===== src/rtl/seq_div_pkg.sv =====
// Shared types and helpers for the sequential restoring divider.
package seq_div_pkg;

   // Default operand width: dividend is 2*DIV_W bits, divisor/quotient/remainder DIV_W bits.
   localparam int unsigned DIV_W = 4;

   typedef enum logic {
      IDLE = 1'b0,
      RUN  = 1'b1
   } state_t;

   // Bits needed to count 0..v-1; never less than one bit.
   function automatic int unsigned clog2(input int unsigned v);
      int unsigned r;
      r = 0;
      for (int unsigned i = 0; i < 32; i++) begin
         if ((32'd1 << i) < v) r = i + 1;
      end
      return (r == 0) ? 1 : r;
   endfunction

endpackage


===== src/rtl/div_sub_step.sv =====
// One restoring-division step: trial subtract of the divisor from the shifted partial remainder.
module div_sub_step
   import seq_div_pkg::*;
#(
   parameter int unsigned W = DIV_W
) (
   input  logic [W:0]   t,
   input  logic [W-1:0] d,
   output logic [W:0]   pr_next,
   output logic         q_bit
);

   // Subtract when the divisor fits, otherwise restore (keep T unchanged).
   always_comb begin
      q_bit   = (t >= {1'b0, d});
      pr_next = q_bit ? (t - {1'b0, d}) : t;
   end

endmodule


===== src/rtl/seq_restoring_divider.sv =====
// Sequential restoring divider: 2W-bit dividend / W-bit divisor, W cycles per operation.
// START launches (or restarts) an operation; READY high means idle with a valid result.
module seq_restoring_divider
   import seq_div_pkg::*;
#(
   parameter int unsigned W = DIV_W
) (
   input  logic           CK,
   input  logic           RSTN,
   input  logic           START,
   input  logic [2*W-1:0] N,
   input  logic [W-1:0]   D,
   output logic [W-1:0]   Q,
   output logic [W-1:0]   R,
   output logic           READY,
   output logic           OVF,
   output logic           DIVZ
);

   localparam int unsigned   CNT_W    = clog2(W);
   localparam logic [CNT_W-1:0] CNT_LAST = CNT_W'(W - 1);

   state_t           state_q,  state_d;
   logic [CNT_W-1:0] cnt_q,    cnt_d;
   logic [W:0]       pr_q,     pr_d;
   logic [W-1:0]     qs_q,     qs_d;
   logic [W-1:0]     d_q,      d_d;
   logic [W-1:0]     nlo_q,    nlo_d;
   logic             ovf_n_q,  ovf_n_d;
   logic             divz_n_q, divz_n_d;
   logic [W-1:0]     q_q,      q_d;
   logic [W-1:0]     r_q,      r_d;
   logic             ovf_q,    ovf_d;
   logic             divz_q,   divz_d;

   logic [W:0]       step_t;
   logic [W:0]       step_pr;
   logic             step_qbit;
   logic [W-1:0]     step_qs;
   logic             pr_msb_unused;

   // The top PR bit is shifted out before every trial subtract, so it never feeds back.
   assign pr_msb_unused = pr_q[W];

   assign step_t  = {pr_q[W-1:0], qs_q[W-1]};
   assign step_qs = {qs_q[W-2:0], step_qbit};

   div_sub_step #(.W(W)) u_step (
      .t       (step_t),
      .d       (d_q),
      .pr_next (step_pr),
      .q_bit   (step_qbit)
   );

   // Next-state logic: load on START (any state), iterate in RUN, publish on the last step.
   always_comb begin
      state_d  = state_q;
      cnt_d    = cnt_q;
      pr_d     = pr_q;
      qs_d     = qs_q;
      d_d      = d_q;
      nlo_d    = nlo_q;
      ovf_n_d  = ovf_n_q;
      divz_n_d = divz_n_q;
      q_d      = q_q;
      r_d      = r_q;
      ovf_d    = ovf_q;
      divz_d   = divz_q;

      if (START) begin
         state_d  = RUN;
         d_d      = D;
         pr_d     = {1'b0, N[2*W-1:W]};
         qs_d     = N[W-1:0];
         nlo_d    = N[W-1:0];
         divz_n_d = (D == '0);
         ovf_n_d  = (D != '0) && (N[2*W-1:W] >= D);
         cnt_d    = '0;
      end else if (state_q == RUN) begin
         pr_d  = step_pr;
         qs_d  = step_qs;
         cnt_d = cnt_q + 1'b1;
         if (cnt_q == CNT_LAST) begin
            state_d = IDLE;
            // Divide-by-zero wins over overflow; both report all-ones and the latched low half.
            if (divz_n_q) begin
               q_d    = '1;
               r_d    = nlo_q;
               ovf_d  = 1'b0;
               divz_d = 1'b1;
            end else if (ovf_n_q) begin
               q_d    = '1;
               r_d    = nlo_q;
               ovf_d  = 1'b1;
               divz_d = 1'b0;
            end else begin
               q_d    = step_qs;
               r_d    = step_pr[W-1:0];
               ovf_d  = 1'b0;
               divz_d = 1'b0;
            end
         end
      end
   end

   // State registers with synchronous active-low reset that overrides START.
   always_ff @(posedge CK) begin
      if (!RSTN) begin
         state_q  <= IDLE;
         cnt_q    <= '0;
         pr_q     <= '0;
         qs_q     <= '0;
         d_q      <= '0;
         nlo_q    <= '0;
         ovf_n_q  <= 1'b0;
         divz_n_q <= 1'b0;
         q_q      <= '0;
         r_q      <= '0;
         ovf_q    <= 1'b0;
         divz_q   <= 1'b0;
      end else begin
         state_q  <= state_d;
         cnt_q    <= cnt_d;
         pr_q     <= pr_d;
         qs_q     <= qs_d;
         d_q      <= d_d;
         nlo_q    <= nlo_d;
         ovf_n_q  <= ovf_n_d;
         divz_n_q <= divz_n_d;
         q_q      <= q_d;
         r_q      <= r_d;
         ovf_q    <= ovf_d;
         divz_q   <= divz_d;
      end
   end

   assign Q     = q_q;
   assign R     = r_q;
   assign OVF   = ovf_q;
   assign DIVZ  = divz_q;
   assign READY = (state_q == IDLE);

endmodule

===== config.mk =====
export PLATFORM = sky130hd
export DESIGN_NAME = seq_restoring_divider
export DESIGN_NICKNAME = d
export VERILOG_FILES = /design/src/rtl/seq_div_pkg.sv /design/src/rtl/div_sub_step.sv /design/src/rtl/seq_restoring_divider.sv
export SDC_FILE = /design/constraint.sdc
export NUM_CORES = 1
export LEC_CHECK = 0
export ABC_AREA = 1
export CAP_MARGIN = 20
export CELL_PAD_IN_SITES_DETAIL_PLACEMENT = 1
export CELL_PAD_IN_SITES_GLOBAL_PLACEMENT = 1
export CORE_MARGIN = 2
export CORE_UTILIZATION = 34
export CTS_CLUSTER_SIZE = 30
export DETAILED_ROUTE_END_ITERATION = 8
export GPL_TIMING_DRIVEN = 0
export PLACE_DENSITY_LB_ADDON = 0.1
export RECOVER_POWER = 25
export REMOVE_ABC_BUFFERS = 1
export SLEW_MARGIN = 20
export SYNTH_ARGS = -nofsm -noshare
export SYNTH_HDL_FRONTEND = slang
export SYNTH_SLANG_ARGS = --single-unit

===== constraint.sdc =====
create_clock -name CK -period 1.5 [get_ports CK]
set_clock_uncertainty 0.05 [all_clocks]
set_input_delay 0.45 -clock CK [delete_from_list [all_inputs] [get_ports CK]]
set_output_delay 0.45 -clock CK [all_outputs]
set_load 0.03 [all_outputs]

==> impl_metrics.json <==
{
  "first_pass_iters": 4,
  "clock-root-buffer": "clkbuf_8",
  "postLayoutCellArea_um2": 2190,
  "finalCritPeriodShare_pct": 105,
  "grt-ovfl-total": 0,
  "fillers": 537,
  "port_buffers": 25,
  "rows": 24,
  "end_kind": "flop",
  "slew_headroom_pct": 74.3,
  "grt_start_max_net_pins": 20,
  "postCtsHoldBufs": 0,
  "ios": 26,
  "wl_per_cell_um": 16.5,
  "die-area_um2": 4990,
  "fmax_mhz": 636,
  "post-route-min-period_ns": 1.57,
  "async_flop_share_pct": 0,
  "ys_ff_latch": 31,
  "vias_per_cell": 5.20,
  "crit_type": "reg2reg",
  "status": "finished with violations",
  "die_x_um": 70.7,
  "swShare_pct": 31.4,
  "cts_sinks": 31,
  "tightest_slew_ns": 0.385,
  "postSynthCellCount": 196,
  "track_usage_pct": 20.3,
  "synth_edf_count": 0,
  "start_kind": "flop",
  "drt_iter0_markers": 54,
  "synth_seq_area_share_pct": 41.1,
  "clock_power_share_pct": 30.6,
  "power_density_nw_per_um2": 987,
  "cts_inserted_buffers": 5,
  "critPathRequiredTime_ns": 1.66,
  "layout.nets": 263,
  "insertion_delay_ns": 0.28,
  "syn2layout_area_growth_pct": 44.8,
  "combPwrFrac_pct": 28.0,
  "htree_levels": 2,
  "seq_power_share_pct": 41.4,
  "fin_ws_ns": -0.0730,
  "drv_slew": 0,
  "whs_ns": 0.415,
  "p_sw_mw": 0.679,
  "crit_fanout": 3,
  "ir_drop_v": 0.000432,
  "die-height_um": 70.7,
  "grt_pass1_vias": 1685,
  "drcViolationCount": 0,
  "grt_pass1_wl_um": 7950,
  "place_area_um2": 1800,
  "hold_path.class": "reg2reg",
  "synth_cell_types": 31,
  "rsz0062_at_grt": "true",
  "p_int_mw": 1.48,
  "wl_um": 4780,
  "drive_above_1_share_pct": 42.0,
  "dp_hpwl_um": 3150,
  "start_util_pct": 35.0,
  "syn_area_um2": 1510,
  "core_um2": 4320,
  "cts_tree": "done",
  "num_vias": 1509,
  "avgSynthCellArea_um2": 7.71,
  "antenna_found_initial": 0,
  "hold_viol": 0,
  "synthFlopType": "dfxtp_1",
  "yosys_warnings": 0,
  "leakage_nw": 0.974,
  "ant_nets": 0,
  "finalSetupViolations": 9,
  "violations": "negative setup slack",
  "maxCapViolations": 0,
  "worstPathArrival_ns": 1.74,
  "clkTransAtPathRegs_ns": 0.06,
  "antennaDiodeCount": 0,
  "clk_path_buf_depth": 2,
  "gp_congestion": 0.836
}
[routing by layer]
layer  vias up  global-route usage, %  wire (um)
met3        14                   5.27        194
met5         -                      0          0
met4         0                   8.18        138
met1       724                   22.7       2030
li1        737                      -          -
met2        34                   36.8       2410
[kinds of logic (layout without fill, tap and decap cells)]
| group | Yosys count | count (layout) | synth area share [%] |
|---|---|---|---|
| DFF | 31 | 31 | 41.1 |
| xor gates and xnor gates | 2 | 2 | 1.16 |
| AOI/OAI and AO/OA | 46 | 46 | 19.3 |
| adders and majority gates | 10 | 10 | 8.78 |
| buffers and inverters | 36 | 78 | 9.60 |
| and+or+nand+nor | 71 | 71 | 20.1 |
[cells in the mapped netlist, types with 2 or more instances]
cell       n  area share (%)
inv_1     27             6.7
nand2_1   43              11
ha_1       9             7.5
a22oi_1    5             2.5
o22ai_1    7             2.9
a31oi_1    2            0.83
inv_2      3            0.74
buf_2      2            0.66
a21oi_2    4             2.3
nor2_1    11             2.7
nand3_1   12             4.0
dfxtp_1   31              41
a21oi_1   15             5.0
o21ai_0    7             2.3
clkinv_1   2            0.50
[flip-flops by register name, indices dropped and copies added (netlist names)]
name,cells
OVF,1
R,4
qs_q,4
Q,4
ovf_n_q,1
d_q,4
cnt_q,2
nlo_q,4
state_q,1
divz_n_q,1
DIVZ,1
pr_q,4
[per-stage QoR]
stage	total power [mW]	setup slack [ns]	cells	utilization (%)	TNS, ns
after CTS	2.12	-0.0414	289	50.2	-0.163
after floorplan	1.14	-0.0860	192	-	-0.513
after global routing	2.28	-0.145	290	50.6	-1.17
after detailed placement	1.28	-1.00	269	41.7	-23.91
final	2.16	-0.0730	290	50.6	-0.373
after global placement	1.26	-0.963	269	41.7	-22.72
[critical path, stage by stage, from the launching register on]
cell	delay (ns)
dfxtp_2	0.32
inv_2	0.04
ha_4	0.29
buf_4	0.14
nand3_2	0.10
nand2_1	0.08
nand2_1	0.07
nand2_2	0.08
nand2_4	0.05
nand2_1	0.05
nand2_1	0.08
a21oi_2	0.15
[cells in the final DEF (no fill, tap or decap), types with 2 or more instances in the layout]
cell type and n:
a21oi_1 10, a21oi_2 8, a22oi_1 4, a31oi_1 2, buf_2 2, buf_4 13, clkbuf_2 9, clkbuf_8 6
clkdlybuf4s15_1 2, clkdlybuf4s50_1 4, clkinv_2 2, dfxtp_1 24, dfxtp_2 6, dlygate4sd2_1 5, ha_1 3, ha_4 6
inv_1 20, inv_2 9, inv_4 2, nand2_1 28, nand2_2 12, nand2_4 4, nand3_1 7, nand3_2 4
nor2_1 7, nor2_2 4, nor2_4 2, o21ai_0 7, o22ai_1 7
[path summary, 6_finish.rpt]
check	end	startpoint	slack [ns]	cells past startpoint
setup reg to reg	pr_q[3]	d_q[2]	-0.07	11
setup / recovery	pr_q[3]	d_q[2]	-0.07	11
hold reg to reg	DIVZ	DIVZ	0.42	1
hold / removal	DIVZ	DIVZ	0.42	1
[layout make-up]
type	count	area [um2]	share of cell area (%)
inverters	32	126	5.77
clock buffers	6	82.6	3.77
well taps	52	65.1	2.97
multi-input cells	129	976	44.6
repair buffers	39	302	13.8
clock inverters	1	5.00	0.229
flip-flops and latches	31	632	28.9
[power by group through the flow]
stage	Combinational (mW)	Sequential, mW	Clock, mW
after floorplan	0.239	0.898	0
after global placement	0.353	0.903	0
after detailed placement	0.371	0.905	0
after CTS	0.534	0.892	0.690
after global routing	0.657	0.898	0.723
final	0.603	0.895	0.661
[what timing repair did]
item	4_1_cts	5_1_grt
resized for setup	93	29
endpoints found under the setup margin	42	32
buffers inserted	13	1
pin swaps	23	16
Power figures use the tool's default switching activity.
